===== config.mk =====
export PLATFORM = sky130hd
export DESIGN_NAME = vram_arbiter_flat
export DESIGN_NICKNAME = d
export VERILOG_FILES = /design/src/rtl/vram_arb_pkg.sv /design/src/rtl/vram_arbiter_if.sv /design/src/rtl/vram_arb_starve.sv /design/src/rtl/vram_arbiter.sv /design/src/flat_wrapper.sv
export SDC_FILE = /design/constraint.sdc
export NUM_CORES = 1
export LEC_CHECK = 0
export ABC_AREA = 1
export CAP_MARGIN = 20
export CORE_MARGIN = 2
export CORE_UTILIZATION = 47
export DETAILED_ROUTE_END_ITERATION = 16
export PLACE_DENSITY = 0.8
export SYNTH_ARGS = -nofsm -noshare
export SYNTH_HDL_FRONTEND = slang
export SYNTH_SLANG_ARGS = --single-unit

===== constraint.sdc =====
create_clock -name clk -period 1.5 [get_ports clk]
set_input_delay 0.15 -clock clk [delete_from_list [all_inputs] [get_ports clk]]
set_output_delay 0.15 -clock clk [all_outputs]
set_load 0.1 [all_outputs]

===== src/rtl/vram_arb_pkg.sv =====
// Shared types for the VRAM arbiter: CPU handshake states, pipeline tags and
// the starvation counter width.
package vram_arb_pkg;
    localparam int CNT_W = 4;

    typedef enum logic [1:0] {C_IDLE, C_ISSUED, C_HOLD} cpu_state_t;
    typedef enum logic [1:0] {T_NONE, T_VID, T_CPU}     tag_t;
endpackage


===== src/rtl/vram_arbiter_if.sv =====
// Z80-side request/acknowledge bus into the VRAM arbiter.
interface vram_arbiter_if #(
    parameter int AW = 10
);
    logic          cpu_req;
    logic          cpu_we;
    logic [AW-1:0] cpu_addr;
    logic [7:0]    cpu_din;
    logic [7:0]    cpu_dout;
    logic          cpu_ack;
    logic          cpu_wait;

    modport master (
        output cpu_req, cpu_we, cpu_addr, cpu_din,
        input  cpu_dout, cpu_ack, cpu_wait
    );

    modport slave (
        input  cpu_req, cpu_we, cpu_addr, cpu_din,
        output cpu_dout, cpu_ack, cpu_wait
    );
endinterface


===== src/rtl/vram_arb_starve.sv =====
// Counts cycles a pending idle CPU request loses to video and raises a force
// flag once it has lost MAX_CPU_WAIT times in a row.
module vram_arb_starve
    import vram_arb_pkg::*;
#(
    parameter int MAX_CPU_WAIT = 3
) (
    input  logic clk,
    input  logic rst,
    input  logic cpu_req,
    input  logic cpu_idle,
    input  logic vid_won,
    input  logic cpu_issued,
    output logic force_cpu
);
    localparam logic [CNT_W-1:0] LIMIT = CNT_W'(MAX_CPU_WAIT);

    logic [CNT_W-1:0] cnt;

    always_ff @(posedge clk) begin
        if (rst || !cpu_req || cpu_issued)
            cnt <= '0;
        else if (cpu_idle && vid_won && cnt != LIMIT)
            cnt <= cnt + CNT_W'(1);
    end

    // Gated by the live request so a stale count cannot issue a dropped access.
    assign force_cpu = cpu_idle && cpu_req && (cnt == LIMIT);
endmodule


===== src/rtl/vram_arbiter.sv =====
// Single-port VRAM shared by video fetch (priority) and the Z80; pipelined
// issue -> RAM -> return with a one-deep video latch and CPU starvation bound.
module vram_arbiter
    import vram_arb_pkg::*;
#(
    parameter int AW           = 10,
    parameter int MAX_CPU_WAIT = 3
) (
    input  logic          clk,
    input  logic          rst,
    input  logic          vid_req,
    input  logic [AW-1:0] vid_addr,
    output logic [7:0]    vid_data,
    output logic          vid_valid,
    output logic          vid_overrun,
    vram_arbiter_if.slave cpu,
    output logic          mem_ce,
    output logic          mem_we,
    output logic [AW-1:0] mem_a,
    output logic [7:0]    mem_din,
    input  logic [7:0]    mem_dout
);
    cpu_state_t    state, state_nx;
    tag_t          tag_mem, tag_ret;
    logic          we_ret;
    logic          lat_full;
    logic [AW-1:0] lat_addr;
    logic [AW-1:0] vid_issue_addr;
    logic          issue_cpu, issue_vid, force_cpu, cpu_idle;
    logic [7:0]    vid_hold, cpu_hold;
    logic          cpu_rd_ret;

    assign cpu_idle = (state == C_IDLE);

    vram_arb_starve #(.MAX_CPU_WAIT(MAX_CPU_WAIT)) u_starve (
        .clk        (clk),
        .rst        (rst),
        .cpu_req    (cpu.cpu_req),
        .cpu_idle   (cpu_idle),
        .vid_won    (issue_vid),
        .cpu_issued (issue_cpu),
        .force_cpu  (force_cpu)
    );

    always_comb begin
        issue_cpu = 1'b0;
        issue_vid = 1'b0;
        if (force_cpu)
            issue_cpu = 1'b1;
        else if (vid_req || lat_full)
            issue_vid = 1'b1;
        else if (cpu_idle && cpu.cpu_req)
            issue_cpu = 1'b1;
    end

    // The latched request is older than a fresh strobe, so it goes first.
    assign vid_issue_addr = lat_full ? lat_addr : vid_addr;

    always_comb begin
        state_nx = state;
        case (state)
            C_IDLE:   if (issue_cpu)    state_nx = C_ISSUED;
            C_ISSUED: if (cpu.cpu_ack)  state_nx = C_HOLD;
            C_HOLD:   if (!cpu.cpu_req) state_nx = C_IDLE;
            default:                    state_nx = C_IDLE;
        endcase
    end

    always_ff @(posedge clk) begin
        if (rst) state <= C_IDLE;
        else     state <= state_nx;
    end

    // A strobe only overruns when the latch is occupied and is not draining this
    // cycle; when the latch is issued the new strobe simply takes its place.
    always_ff @(posedge clk) begin
        if (rst) begin
            lat_full    <= 1'b0;
            lat_addr    <= '0;
            vid_overrun <= 1'b0;
        end else if (vid_req && (lat_full || !issue_vid)) begin
            if (!lat_full || issue_vid) begin
                lat_full <= 1'b1;
                lat_addr <= vid_addr;
            end else begin
                vid_overrun <= 1'b1;
            end
        end else if (issue_vid) begin
            lat_full <= 1'b0;
        end
    end

    always_ff @(posedge clk) begin
        if (rst) begin
            mem_ce  <= 1'b0;
            mem_we  <= 1'b0;
            mem_a   <= '0;
            mem_din <= '0;
            tag_mem <= T_NONE;
            tag_ret <= T_NONE;
            we_ret  <= 1'b0;
        end else begin
            mem_ce  <= issue_cpu || issue_vid;
            mem_we  <= issue_cpu && cpu.cpu_we;
            tag_mem <= issue_cpu ? T_CPU : (issue_vid ? T_VID : T_NONE);
            tag_ret <= tag_mem;
            we_ret  <= mem_we;
            if (issue_cpu) begin
                mem_a   <= cpu.cpu_addr;
                mem_din <= cpu.cpu_din;
            end else if (issue_vid) begin
                mem_a   <= vid_issue_addr;
            end
        end
    end

    assign vid_valid    = (tag_ret == T_VID);
    assign cpu.cpu_ack  = (tag_ret == T_CPU);
    assign cpu_rd_ret   = cpu.cpu_ack && !we_ret;
    assign cpu.cpu_wait = cpu.cpu_req && !cpu.cpu_ack && (state != C_HOLD);

    // Return data is shown straight from the RAM on the valid/ack cycle and
    // held afterwards.
    always_ff @(posedge clk) begin
        if (rst) begin
            vid_hold <= '0;
            cpu_hold <= '0;
        end else begin
            if (vid_valid)  vid_hold <= mem_dout;
            if (cpu_rd_ret) cpu_hold <= mem_dout;
        end
    end

    assign vid_data     = vid_valid  ? mem_dout : vid_hold;
    assign cpu.cpu_dout = cpu_rd_ret ? mem_dout : cpu_hold;
endmodule

===== src/flat_wrapper.sv =====
// flat-port wrapper written by rule: the top's interface ports become plain ports
module vram_arbiter_flat import vram_arb_pkg::*;
#(
    parameter int AW           = 10,
    parameter int MAX_CPU_WAIT = 3
)
  (clk, rst, vid_req, vid_addr, vid_data, vid_valid, vid_overrun, mem_ce, mem_we, mem_a, mem_din, mem_dout, cpu_cpu_req, cpu_cpu_we, cpu_cpu_addr, cpu_cpu_din, cpu_cpu_dout, cpu_cpu_ack, cpu_cpu_wait);
  vram_arbiter_if #(.AW(AW)) cpu_i ();
  input  logic clk;
  input  logic rst;
  input  logic vid_req;
  input  logic [AW-1:0] vid_addr;
  output logic [7:0] vid_data;
  output logic vid_valid;
  output logic vid_overrun;
  output logic mem_ce;
  output logic mem_we;
  output logic [AW-1:0] mem_a;
  output logic [7:0] mem_din;
  input  logic [7:0] mem_dout;
  input wire logic [$bits(cpu_i.cpu_req)-1:0] cpu_cpu_req;
  input wire logic [$bits(cpu_i.cpu_we)-1:0] cpu_cpu_we;
  input wire logic [$bits(cpu_i.cpu_addr)-1:0] cpu_cpu_addr;
  input wire logic [$bits(cpu_i.cpu_din)-1:0] cpu_cpu_din;
  output wire logic [$bits(cpu_i.cpu_dout)-1:0] cpu_cpu_dout;
  output wire logic [$bits(cpu_i.cpu_ack)-1:0] cpu_cpu_ack;
  output wire logic [$bits(cpu_i.cpu_wait)-1:0] cpu_cpu_wait;
  assign cpu_i.cpu_req = cpu_cpu_req;
  assign cpu_i.cpu_we = cpu_cpu_we;
  assign cpu_i.cpu_addr = cpu_cpu_addr;
  assign cpu_i.cpu_din = cpu_cpu_din;
  assign cpu_cpu_dout = cpu_i.cpu_dout;
  assign cpu_cpu_ack = cpu_i.cpu_ack;
  assign cpu_cpu_wait = cpu_i.cpu_wait;
  vram_arbiter #(.AW(AW), .MAX_CPU_WAIT(MAX_CPU_WAIT)) u_core (.clk(clk), .rst(rst), .vid_req(vid_req), .vid_addr(vid_addr), .vid_data(vid_data), .vid_valid(vid_valid), .vid_overrun(vid_overrun), .cpu(cpu_i), .mem_ce(mem_ce), .mem_we(mem_we), .mem_a(mem_a), .mem_din(mem_din), .mem_dout(mem_dout));
endmodule

==> impl_results.md <==
* Sw Pwr at 1.65 mW
* Die X at 79.0 microns
* Post-DRT Antenna Nets at 0
* Nets@finish at 534
* Core area at 0.00547 sq mm
* Largest net degree at the start of global routing at 24
* YS warnings at 0
* Vias in the first global route at 2,970
* Fillers at 246
* Sequential Power Share at 0.364
* Worst Setup Start Kind: flip-flop
* Met2 global-route usage at 0.542
* Die area at 0.00624 sq mm
* Total CTS buffers at 9
* Final Skew at 0.0224 ns
* Antenna diodes at 0
* Cell Rows at 27
* Worst reg-to-reg setup slack at -0.02 ns
* IO Pins at 81
* Flops & latches, synth at 59
* Clock tree sinks at 59
* CTS root buf: clkbuf_8
* Busiest grt layer: met2
* Minimum clock period at 1.74 ns
* Kind of critical path: flip-flop to output pin
* Logic pwr share at 0.313
* GPL Wtd Cong at 0.790
* First-pass GRT wire length at 14.3 mm
* Place WS at -0.123 ns
* Cell area power density at 970 mW/mm^2
* Mapped Area at 0.00264 sq mm
* Longest Clk Path Bufs at 2
* Post-synth EDFFs at 0
* Via density per instance at 5.43
* CP endpoint kind: output pin
* Actual slew at the worst max-slew pin at 0.513 ns
* Synth Instances at 374
* Max Cap Violations at 0
* Most used flip-flop cell after synthesis: dfxtp_1
* FFs w/ async S/R, synth at 0
* Worst min-delay path category: input pin to flip-flop
* Cell Int Power at 2.99 mW
* Syn avg cell area at 7.07 sq um
* Overall Power at 4.65 mW
* Worst Path Required at 1.35 ns
* Clock power share at 0.323
* Final slew viol count at 0
* Hold Fails Final Rpt at 0
* CTS clk-pin slew, worst paths at 0.07 ns
* GRT overflow at 0
* Worst-skew pair later-pin latency at 0.38 ns
* Setup TNS at -3.39 ns
* Max Freq at 574 MHz
* Sequential share of the synthesized area at 0.447
* Input/output buffers at 80
* Post-Route WL at 10.2 mm
* Post-CTS Hold Fix Bufs at 0
* Die height at 79.0 microns
* Mapped Nets at 416
* CTS tree: done
* Met3 Track Usage GR at 0.0648
* Via count at 3,088
* Initial core utilization at 0.483
* Starting DRT DRC Count at 280
* DRC violations left at 0
* Critical Path AT at 1.59 ns
* M1 GR Usage at 0.338
* Slew HR at 0.658
* Fin crit share at 1.16
* Final core occ at 0.875
* GRT Total Usage at 0.302
* Switching share of power at 0.356
* Setup WS post-layout at -0.243 ns
* Post-synth top area cell: dfxtp_1
* P&R area growth vs syn at 81.2%
* Detailed-router iteration count before antenna repair at 5
* Initial antenna violation count at 0
* DP HPWL at 5.68 mm
* RSZ-0062 raised after global routing: true
* Outcome: finished with violations
* Hold Slack at 0.333 ns
* CP max FO at 8
* Top-count cell post-synth: nand2_1
* Top cells by count, synth: nand2_1 (82), inv_1 (70), dfxtp_1 (59), nor2_1 (27), a21oi_1 (23)
* Peak supply drop at 0.931 mV
* CTS HTree Levels at 3
* Post-synthesis cell type count at 26
* Static leakage power at 2.06 nW
* Ranking of synthesized cells by area: dfxtp_1 (45%), nand2_1 (12%), inv_1 (9.9%)
* Wire length per cell at 18.0 microns
* Synth top area share at 0.447
* Final setup vio count at 19
* Failing checks: setup timing
* Layout cells sized above 1 at 0.358
==> worst max-delay path: stages (launching register included) <==
cell     delay, ns
dfxtp_2       0.34
inv_4         0.05
nand2_4       0.06
nor2_4        0.04
buf_12        0.13
or2_2         0.29
inv_2         0.10
a21oi_4       0.05
buf_12        0.17
==> repair_timing <==
action | 4_1_cts | 5_1_grt
endpoints found under the hold margin | 0 | 0
buffers inserted | 12 | 8
endpoints found under the setup margin | 32 | 36
resized for setup | 35 | 28
pin swaps | 12 | 10
cloned | 1 | 1
==> cell families (layout without fill, tap and decap cells) <==
| group | after synthesis | in the layout | synth area share |
|---|---|---|---|
| and+or+nand+nor | 164 | 164 | 0.280 |
| DFF | 59 | 59 | 0.447 |
| AOI/OAI and AO/OA | 56 | 56 | 0.121 |
| xor gates and xnor gates | 3 | 3 | 0.00994 |
| buffers and inverters | 91 | 214 | 0.137 |
| adders and majority gates | 1 | 1 | 0.00473 |
==> layout make-up <==
cell class,count,area [sq um],area share
repair buffers,123,1590,0.331
inverters,75,327,0.0682
well taps,72,90.1,0.0188
flip-flops and latches,59,1190,0.248
clock buffers,11,141,0.0295
clock inverters,5,52.6,0.0110
multi-input cells,224,1410,0.293
==> power groups by stage <==
stage / registers, mW / logic, mW / clock network (mW)
CTS: 1.68 / 1.39 / 1.47
global placement: 1.71 / 1.30 / 0
floorplan: 1.96 / 0.539 / 0
global route: 1.69 / 1.50 / 1.57
finish: 1.69 / 1.45 / 1.50
detailed placement: 1.72 / 1.32 / 0
==> per-layer routing <==
| layer | vias to the layer above | routed length, microns |
|---|---|---|
| li1 | 1390 | - |
| met1 | 1442 | 3540 |
| met2 | 198 | 5430 |
| met3 | 58 | 745 |
| met4 | 0 | 524 |
| met5 | - | 0 |
==> sequential cells by signal, indices dropped and copies added, names as in the netlist, 2 cells and up <==
register,flops
u_core.lat_addr,10
u_core.mem_a,10
u_core.cpu_hold,8
u_core.mem_din,8
u_core.vid_hold,8
u_core.u_starve.cnt,4
u_core.state,2
u_core.tag_mem,2
u_core.tag_ret,2
==> metrics by stage <==
| stage | instance area (sq um) | instances |
|---|---|---|
| 2_1_floorplan | 2850 | 374 |
| 6_report | 4790 | 569 |
| 5_1_grt | 4790 | 569 |
| 3_3_place_gp | 4230 | 533 |
| 4_1_cts | 4670 | 562 |
| 3_5_place_dp | 4230 | 533 |
==> path summary, 6_finish.rpt <==
check | endpoint | startpoint | depth (start not counted)
worst max-delay path | cpu_cpu_dout[0] | u_core.tag_ret[0] | 8
worst min-delay path | u_core.mem_we | cpu_cpu_we | 3
worst max register to register | u_core.u_starve.cnt[1] | u_core.u_starve.cnt[3] | 7
worst min register to register | u_core.tag_ret[0] | u_core.tag_mem[0] | 2
==> cells in the final DEF (no fill, tap or decap), types with 5 or more instances in the layout <==
cell type	netlist	layout
nand2_1	82	77
dfxtp_1	59	55
inv_1	70	51
buf_12	0	42
clkdlybuf4s50_1	0	40
buf_4	2	31
nor2_1	27	24
a21oi_1	23	15
nand3_1	14	12
inv_2	4	11
nand4_1	10	10
clkbuf_8	0	10
buf_6	1	10
or2_4	0	9
inv_4	0	8
or2_2	17	8
a21oi_4	0	8
o21ai_4	0	8
o21ai_0	17	8
a211oi_1	9	8
o211ai_1	7	7
nor2_4	1	5
or2_0	5	5
(Power assumes the default switching activity.)
